<file path="src/rtl/sine_pwm_pkg.sv">
// ============================================================================
// Module   : sine_pwm_pkg
// Brief    : Shared constants and helpers for the sine PWM driver.
// Revision : 1.0
// ============================================================================
`default_nettype none

package sine_pwm_pkg;

    localparam int SAMPLE_W = 8;

    typedef logic [SAMPLE_W-1:0] sample_t;

    localparam sample_t PWM_TOP     = 8'd254;
    localparam sample_t RESET_DUTY  = 8'd128;
    localparam sample_t RESET_PHASE = 8'd0;

    // Phase wraps silently modulo 2^SAMPLE_W.
    function automatic sample_t phase_advance(input sample_t cur, input sample_t inc);
        return cur + inc;
    endfunction

endpackage

`default_nettype wire

</file>
<file path="src/rtl/pwm_prescaler.sv">
// ============================================================================
// Module   : pwm_prescaler
// Brief    : Emits one tick every divider+1 enabled clocks.
// Revision : 1.0
// ============================================================================
`default_nettype none

module pwm_prescaler #(
    parameter int DIV_W = 8
) (
    input  logic             clk,
    input  logic             rst,
    input  logic             en,
    input  logic [DIV_W-1:0] divider,
    output logic             tick
);

    logic [DIV_W-1:0] r_pre_cnt;
    logic             w_reached;

    // >= lets a lowered divider tick immediately instead of wrapping the counter.
    assign w_reached = (r_pre_cnt >= divider);
    assign tick      = en && w_reached;

    always_ff @(posedge clk or posedge rst) begin
        if (rst) begin
            r_pre_cnt <= '0;
        end else if (!en) begin
            r_pre_cnt <= '0;
        end else if (w_reached) begin
            r_pre_cnt <= '0;
        end else begin
            r_pre_cnt <= r_pre_cnt + 1'b1;
        end
    end

endmodule

`default_nettype wire

</file>
<file path="src/rtl/sine_pwm_driver.sv">
// ============================================================================
// Module   : sine_pwm_driver
// Brief    : Phase accumulator plus 255-tick PWM fed by an external sine lookup.
// Revision : 1.0
// ============================================================================
`default_nettype none

module sine_pwm_driver
    import sine_pwm_pkg::*;
#(
    parameter int WIDTH = 8,
    parameter int DIV_W = 8
) (
    input  logic             clk,
    input  logic             rst,
    input  logic             en,
    input  logic [DIV_W-1:0] divider,
    input  logic [WIDTH-1:0] step,
    input  logic [WIDTH-1:0] sample,
    output logic [WIDTH-1:0] phase,
    output logic             pwm_out,
    output logic             period_start
);

    generate
        if (WIDTH != SAMPLE_W) begin : g_width_check
            $error("sine_pwm_driver supports only WIDTH = 8");
        end
    endgenerate

    logic             w_tick;
    logic             w_boundary;
    logic [WIDTH-1:0] r_pwm_cnt;
    logic [WIDTH-1:0] r_duty;
    logic [WIDTH-1:0] r_step_q;

    pwm_prescaler #(
        .DIV_W (DIV_W)
    ) u_prescaler (
        .clk     (clk),
        .rst     (rst),
        .en      (en),
        .divider (divider),
        .tick    (w_tick)
    );

    // w_tick is already gated by en, so en falling wins over a boundary.
    assign w_boundary = w_tick && (r_pwm_cnt == PWM_TOP);

    always_ff @(posedge clk or posedge rst) begin
        if (rst) begin
            r_pwm_cnt    <= '0;
            pwm_out      <= 1'b0;
            period_start <= 1'b0;
        end else if (!en) begin
            r_pwm_cnt    <= '0;
            pwm_out      <= 1'b0;
            period_start <= 1'b0;
        end else begin
            pwm_out      <= (r_pwm_cnt < r_duty);
            period_start <= w_boundary;
            if (w_tick) begin
                r_pwm_cnt <= w_boundary ? '0 : r_pwm_cnt + 1'b1;
            end
        end
    end

    // Sample reflects the pre-update phase, so duty lags phase by one period.
    always_ff @(posedge clk or posedge rst) begin
        if (rst) begin
            phase    <= RESET_PHASE;
            r_duty   <= RESET_DUTY;
            r_step_q <= '0;
        end else if (w_boundary) begin
            phase    <= phase_advance(phase, r_step_q);
            r_duty   <= sample;
            r_step_q <= step;
        end
    end

endmodule

`default_nettype wire

</file>
<file path="config.mk">
export PLATFORM = sky130hd
export DESIGN_NAME = sine_pwm_driver
export DESIGN_NICKNAME = d
export VERILOG_FILES = /design/src/rtl/sine_pwm_pkg.sv /design/src/rtl/pwm_prescaler.sv /design/src/rtl/sine_pwm_driver.sv
export SDC_FILE = /design/constraint.sdc
export NUM_CORES = 1
export LEC_CHECK = 0
export ABC_AREA = 1
export BUFFER_PORTS_ARGS = -buffer_cell sky130_fd_sc_hd__buf_2
export CORE_AREA = 2 2 123 77
export CTS_CLUSTER_SIZE = 28
export DETAILED_ROUTE_END_ITERATION = 12
export DIE_AREA = 0 0 125 79
export PLACE_DENSITY = 0.44
export SETUP_SLACK_MARGIN = 0.4
export SYNTH_ARGS = -nofsm -noshare
export SYNTH_HDL_FRONTEND = slang
export SYNTH_HIERARCHICAL = 1
export SYNTH_SLANG_ARGS = --single-unit
export TNS_END_PERCENT = 100
</file>
<file path="constraint.sdc">
create_clock -name clk -period 3.7 [get_ports clk]
set_input_delay 0.37 -clock clk [delete_from_list [all_inputs] [get_ports clk]]
set_output_delay 0.37 -clock clk [all_outputs]
set_load 0.1 [all_outputs]
</file>
After elaboration in Yosys (flattened, before gate mapping). Cells that the tools add are included.

Bits in registers: 42. Logic and storage cells: 23.

Add/sub/neg operators: 3. Magnitude comparators: 2. Equality and inequality tests: 2. Mux-type cells: 7. Reductions and logical operators: 2.

Operators by type and width (number): two-way mux 8 bit (5); adder 8 x 1 -> 8 bit, second input constant (2); adder 8 bit (1); equality test 8 bit, second input constant (1); greater-or-equal comparator 8 bit (1); less-than comparator 8 bit (1); logical AND 1 bit (2); two-way mux 1 bit (2); != test 2 x 1 -> 1 bit, second input constant (1).

Longest topological paths before layout.
Depth after elaboration: 6. Mapped depth: 18.

Cells and area by module. The synthesis kept the hierarchy.

By module, submodules not included: sine_pwm_driver (times used 1, cells each 242, area an instance 1933.1 um2); pwm_prescaler (times used 1, cells each 86, area an instance 638.1 um2).

Worst setup path before layout. OpenSTA, ideal clock, no wires.

Kind: register -> register. Start point: register phase[0]. End point: register phase[6]. Data arrival time: 2.101 ns. Required time: 3.580 ns. Slack: 1.479 ns. Stages on the path, launching flop included: 12. Period minus slack after synthesis: 2.221 ns. Cells stage by stage: dfrtp_1 -> ha_1 -> inv_1 -> fa_1 -> inv_1 -> nand2_1 -> nand2_1 -> nand3b_1 -> nand2_1 -> nand2_1 -> nand3_1 -> nand2_1.

Cells in the longest elaborated chain, start to end: 1.

Ends and longest elaborated chain: start, declared (line sine_pwm_driver.sv:20) `output logic [WIDTH-1:0] phase,`; start signal, assigned (line sine_pwm_driver.sv:75) `phase <= phase_advance(phase, r_step_q);`; adder 8 bit (line sine_pwm_pkg.sv:20) `return cur + inc;`.

Every way passes these cells. A chain may end at the register's enable or synchronous reset.

Worst setup path after layout.
Start point: register u_prescaler.r_pre_cnt[5]. End point: register r_pwm_cnt[0].

Cells in the longest elaborated chain, start to end: 6. Elaborated cells between the ends (all ways): 7. Those cells by class: 1 x order compare; 1 x eq/ne; 3 x mux; 2 x reduce/logical.

Ends and longest elaborated chain: start, declared (line pwm_prescaler.sv:18) `logic [DIV_W-1:0] r_pre_cnt;`; start signal, assigned (line pwm_prescaler.sv:33) `r_pre_cnt <= r_pre_cnt + 1'b1;`; greater-or-equal comparator 8 bit (*) (line pwm_prescaler.sv:22) `assign w_reached = (r_pre_cnt >= divider);`; logical AND 1 bit (*) (line pwm_prescaler.sv:23) `assign tick = en && w_reached;`; via w_tick (line sine_pwm_driver.sv:31) `logic w_tick;`; logical AND 1 bit (line sine_pwm_driver.sv:48) `assign w_boundary = w_tick && (r_pwm_cnt == PWM_TOP);`; two-way mux 8 bit (line sine_pwm_driver.sv:63) `r_pwm_cnt <= w_boundary ? '0 : r_pwm_cnt + 1'b1;`; two-way mux 8 bit (line sine_pwm_driver.sv:62) `if (w_tick) begin`; two-way mux 8 bit (line sine_pwm_driver.sv:55) `end else if (!en) begin`; end signal, assigned (line sine_pwm_driver.sv:63); end, declared (line sine_pwm_driver.sv:33) `logic [WIDTH-1:0] r_pwm_cnt;`.

The timed path passes the listed nets; every way through them passes the cells marked *. The select of a mux whose other input is x is not followed.

==> flow_summary.ini <==
[pwr]
vdd_ir_drop_max_mv = 0.1745
p_per_area_nw_per_um2 = 320.8
finalPower_mw = 0.9594
power_leakage_nw = 1.721

[detailed_routing]
num_vias = 2070
routed_wl_um = 5430
drcViolationCount = 0
wl_per_cell_um = 11.22
antenna_left = 0
first_pass_iters = 4
drt_iter0_drc = 63
viasPerCell = 4.277

[floorplan]
coreArea_um2 = 8851
dieArea_um2 = 9875
die_x_um = 125
fp-row-count = 27
start_util_pct = 29.05
die_h_um = 79
ios = 37

[yosys]
yosysWarnings = 6
synth_cells = 328
synth_top_cell_by_area = dfrtp_1
syn_avg_cell_area_um2 = 7.839
ys_ff_latch = 42
synthTopCellsByArea = dfrtp_1, nand2_1, ha_1
syn-num-nets = 381
syn_area_um2 = 2571
synth_seq_area_share_pct = 40.92
synth_cell_types = 30
synth_top_area_share_pct = 39.90

[clock_tree]
clkTransAtPathRegs_ns = 0.06
htree_num_levels = 2
cts_tree = built
cts_resized = 0
clockBufferDepth = 2
ctsHoldBuffers = 0
cts_setup_buffers = 0
cts_root_buf = clkbuf_16
numCtsBuffers = 5
cts.sinks = 42
insertion_delay_ns = 0.29

[place]
post_dp_cell_area_um2 = 2854
gp_congestion = 0.7977
dp_hpwl_um = 4061
io_buffers = 36

[finish]
fin_area_um2 = 2990
antenna_cells = 0
area_growth_pct = 16.30
nFillCells = 960
layout.nets = 420
drive_above_1_share_pct = 14.95

[critical_path]
reg2reg_to = r_pwm_cnt[0]$_DFFE_PP0P_
worstPathRequired_ns = 3.91
crit_type = reg2reg
regToRegSetupSlack_ns = 1.17
crit_path_start_kind = flop
crit_end = r_pwm_cnt[0]$_DFFE_PP0P_
cp-end-kind = flop
r2r_start = u_prescaler/r_pre_cnt[5]$_DFF_PP0_
worstRegToRegCells = 12
critPathMaxFanout = 16
cp-startpoint = u_prescaler/r_pre_cnt[5]$_DFF_PP0_
arrival_ns = 2.74

[timing]
grt_setup_unrepaired = false
post-route-min-period_ns = 2.528
skew_ns = 0.005089
setup_viol = 0
drv_slew = 0
tns_ns = 0
fmax_mhz = 395.6
fin_crit_sh_pct = 68.33
relSlewSlack_pct = 63.56
worst_pin_slew_ns = 0.5453
finalHoldViolCount = 0

[global_routing]
met1_usage_pct = 17.40
use_met2_pct = 17.12
grt_max_degree = 35
grt-busiest-layer = met1
grtUsageMet3_pct = 4.178
antenna_found_initial = 0
grt_pass1_wl_um = 9708
grt_pass1_vias = 2047
track_usage_pct = 12.37
grt_overflow_total = 0

[hold_path]
hp-class = in2async

[run]
maxCapViolations = 0

[run_status]
outcome = completed
==> logic make-up after synthesis <==
| group | Yosys count | share of synthesized area, % |
|---|---|---|
| compound gates | 29 | 6.132 |
| simple gates | 171 | 28.61 |
| xor+xnor | 7 | 2.384 |
| fa+ha+maj | 26 | 12.94 |
| buf+inv | 53 | 9.002 |
| flops | 42 | 40.92 |
==> layout by cell type (no fill, tap or decap), drive strengths merged <==
master	synthesis	routed
nand4	4	4
clkbuf	1	8
nand3	19	19
xor2	5	5
nor3	2	2
fa	1	1
nand3b	4	4
inv	47	47
or2	3	3
ha	25	25
dfstp	1	1
o21bai	3	3
nand2	109	109
a21oi	10	10
a21o	1	1
xnor2	2	2
nor2	30	30
clkinv	1	1
o21ai	14	14
buf	4	37
dfrtp	41	41
o21a	1	1
==> layer usage <==
| layer | up-vias | wire (um) |
|---|---|---|
| met5 | - | 0 |
| met2 | 38 | 2051 |
| li1 | 1102 | - |
| met4 | 0 | 125 |
| met1 | 920 | 2952 |
| met3 | 10 | 300 |
==> critical path, stage by stage, from the launching register on <==
cell     delay (ns)
dfrtp_1        0.44
ha_1           0.32
a21oi_1        0.13
nor2_1         0.05
nor2_1         0.11
nand3_2        0.20
nand2_1        0.11
inv_1          0.10
nand3_1        0.10
nor2_1         0.04
nand2_1        0.40
nand3_1        0.25
a21oi_1        0.19
==> cell type report <==
type / instances / area (um^2) / area share, %
Sequential cell: 42 / 1052 / 35.19
Clock buffer: 8 / 136.4 / 4.561
Multi-Input combinational cell: 233 / 1287 / 43.05
Inverter: 48 / 181.4 / 6.067
Timing Repair Buffer: 37 / 187.7 / 6.276
Tap cell: 116 / 145.1 / 4.854
==> synth_stat cells <==
| cell | instances |
|---|---|
| clkinv_2 | 1 |
| nand3_2 | 2 |
| nor3_1 | 2 |
| buf_2 | 2 |
| ha_1 | 25 |
| buf_8 | 1 |
| nand4_1 | 3 |
| a21oi_1 | 10 |
| nand3_1 | 17 |
| o21bai_1 | 3 |
| fa_1 | 1 |
| dfrtp_1 | 41 |
| o21ai_0 | 4 |
| nor2_1 | 27 |
| o21ai_1 | 10 |
| a21o_1 | 1 |
| dfstp_2 | 1 |
| or2_2 | 3 |
| nand3b_1 | 4 |
| xor2_1 | 5 |
| o21a_1 | 1 |
| clkbuf_8 | 1 |
| inv_2 | 1 |
| nor2_2 | 3 |
| nand2_1 | 108 |
| inv_1 | 46 |
| nand2_2 | 1 |
| buf_6 | 1 |
| xnor2_1 | 2 |
| nand4_4 | 1 |
==> power by group <==
| part | switching, mW | internal [mW] |
|---|---|---|
| combinational | 0.0388 | 0.0230 |
| sequential | 0.00546 | 0.466 |
| clock | 0.175 | 0.251 |
==> registers in the layout (all words and copies together) (netlist names) <==
register and cells:
r_step_q 8, u_prescaler/r_pre_cnt 8, r_pwm_cnt 8, pwm_out 1, phase 8, period_start 1
r_duty 8
==> how the worst min path moves through the flow <==
stage / startpoint / to / slack (ns) / cells past startpoint
after floorplan: rst / u_prescaler/r_pre_cnt[0]$_DFF_PP0_ / 0.19 / 1
after global placement: rst / u_prescaler/r_pre_cnt[1]$_DFF_PP0_ / 0.36 / 2
after detailed placement: rst / u_prescaler/r_pre_cnt[0]$_DFF_PP0_ / 0.36 / 2
after CTS: rst / u_prescaler/r_pre_cnt[0]$_DFF_PP0_ / 0.05 / 2
after global routing: rst / u_prescaler/r_pre_cnt[1]$_DFF_PP0_ / 0.08 / 2
final: rst / u_prescaler/r_pre_cnt[0]$_DFF_PP0_ / 0.05 / 2
==> stage by stage <==
step	util, %	std cells	setup WS (ns)	hold WS (ns)
after floorplan	-	328	1.479	0.1857
after global placement	32.24	476	1.147	0.3579
after detailed placement	32.24	476	1.093	0.3637
after CTS	33.79	484	1.131	0.04694
after global routing	33.79	484	0.8574	0.07583
final	33.79	484	1.172	0.04731
Power figures use the tool's default switching activity.
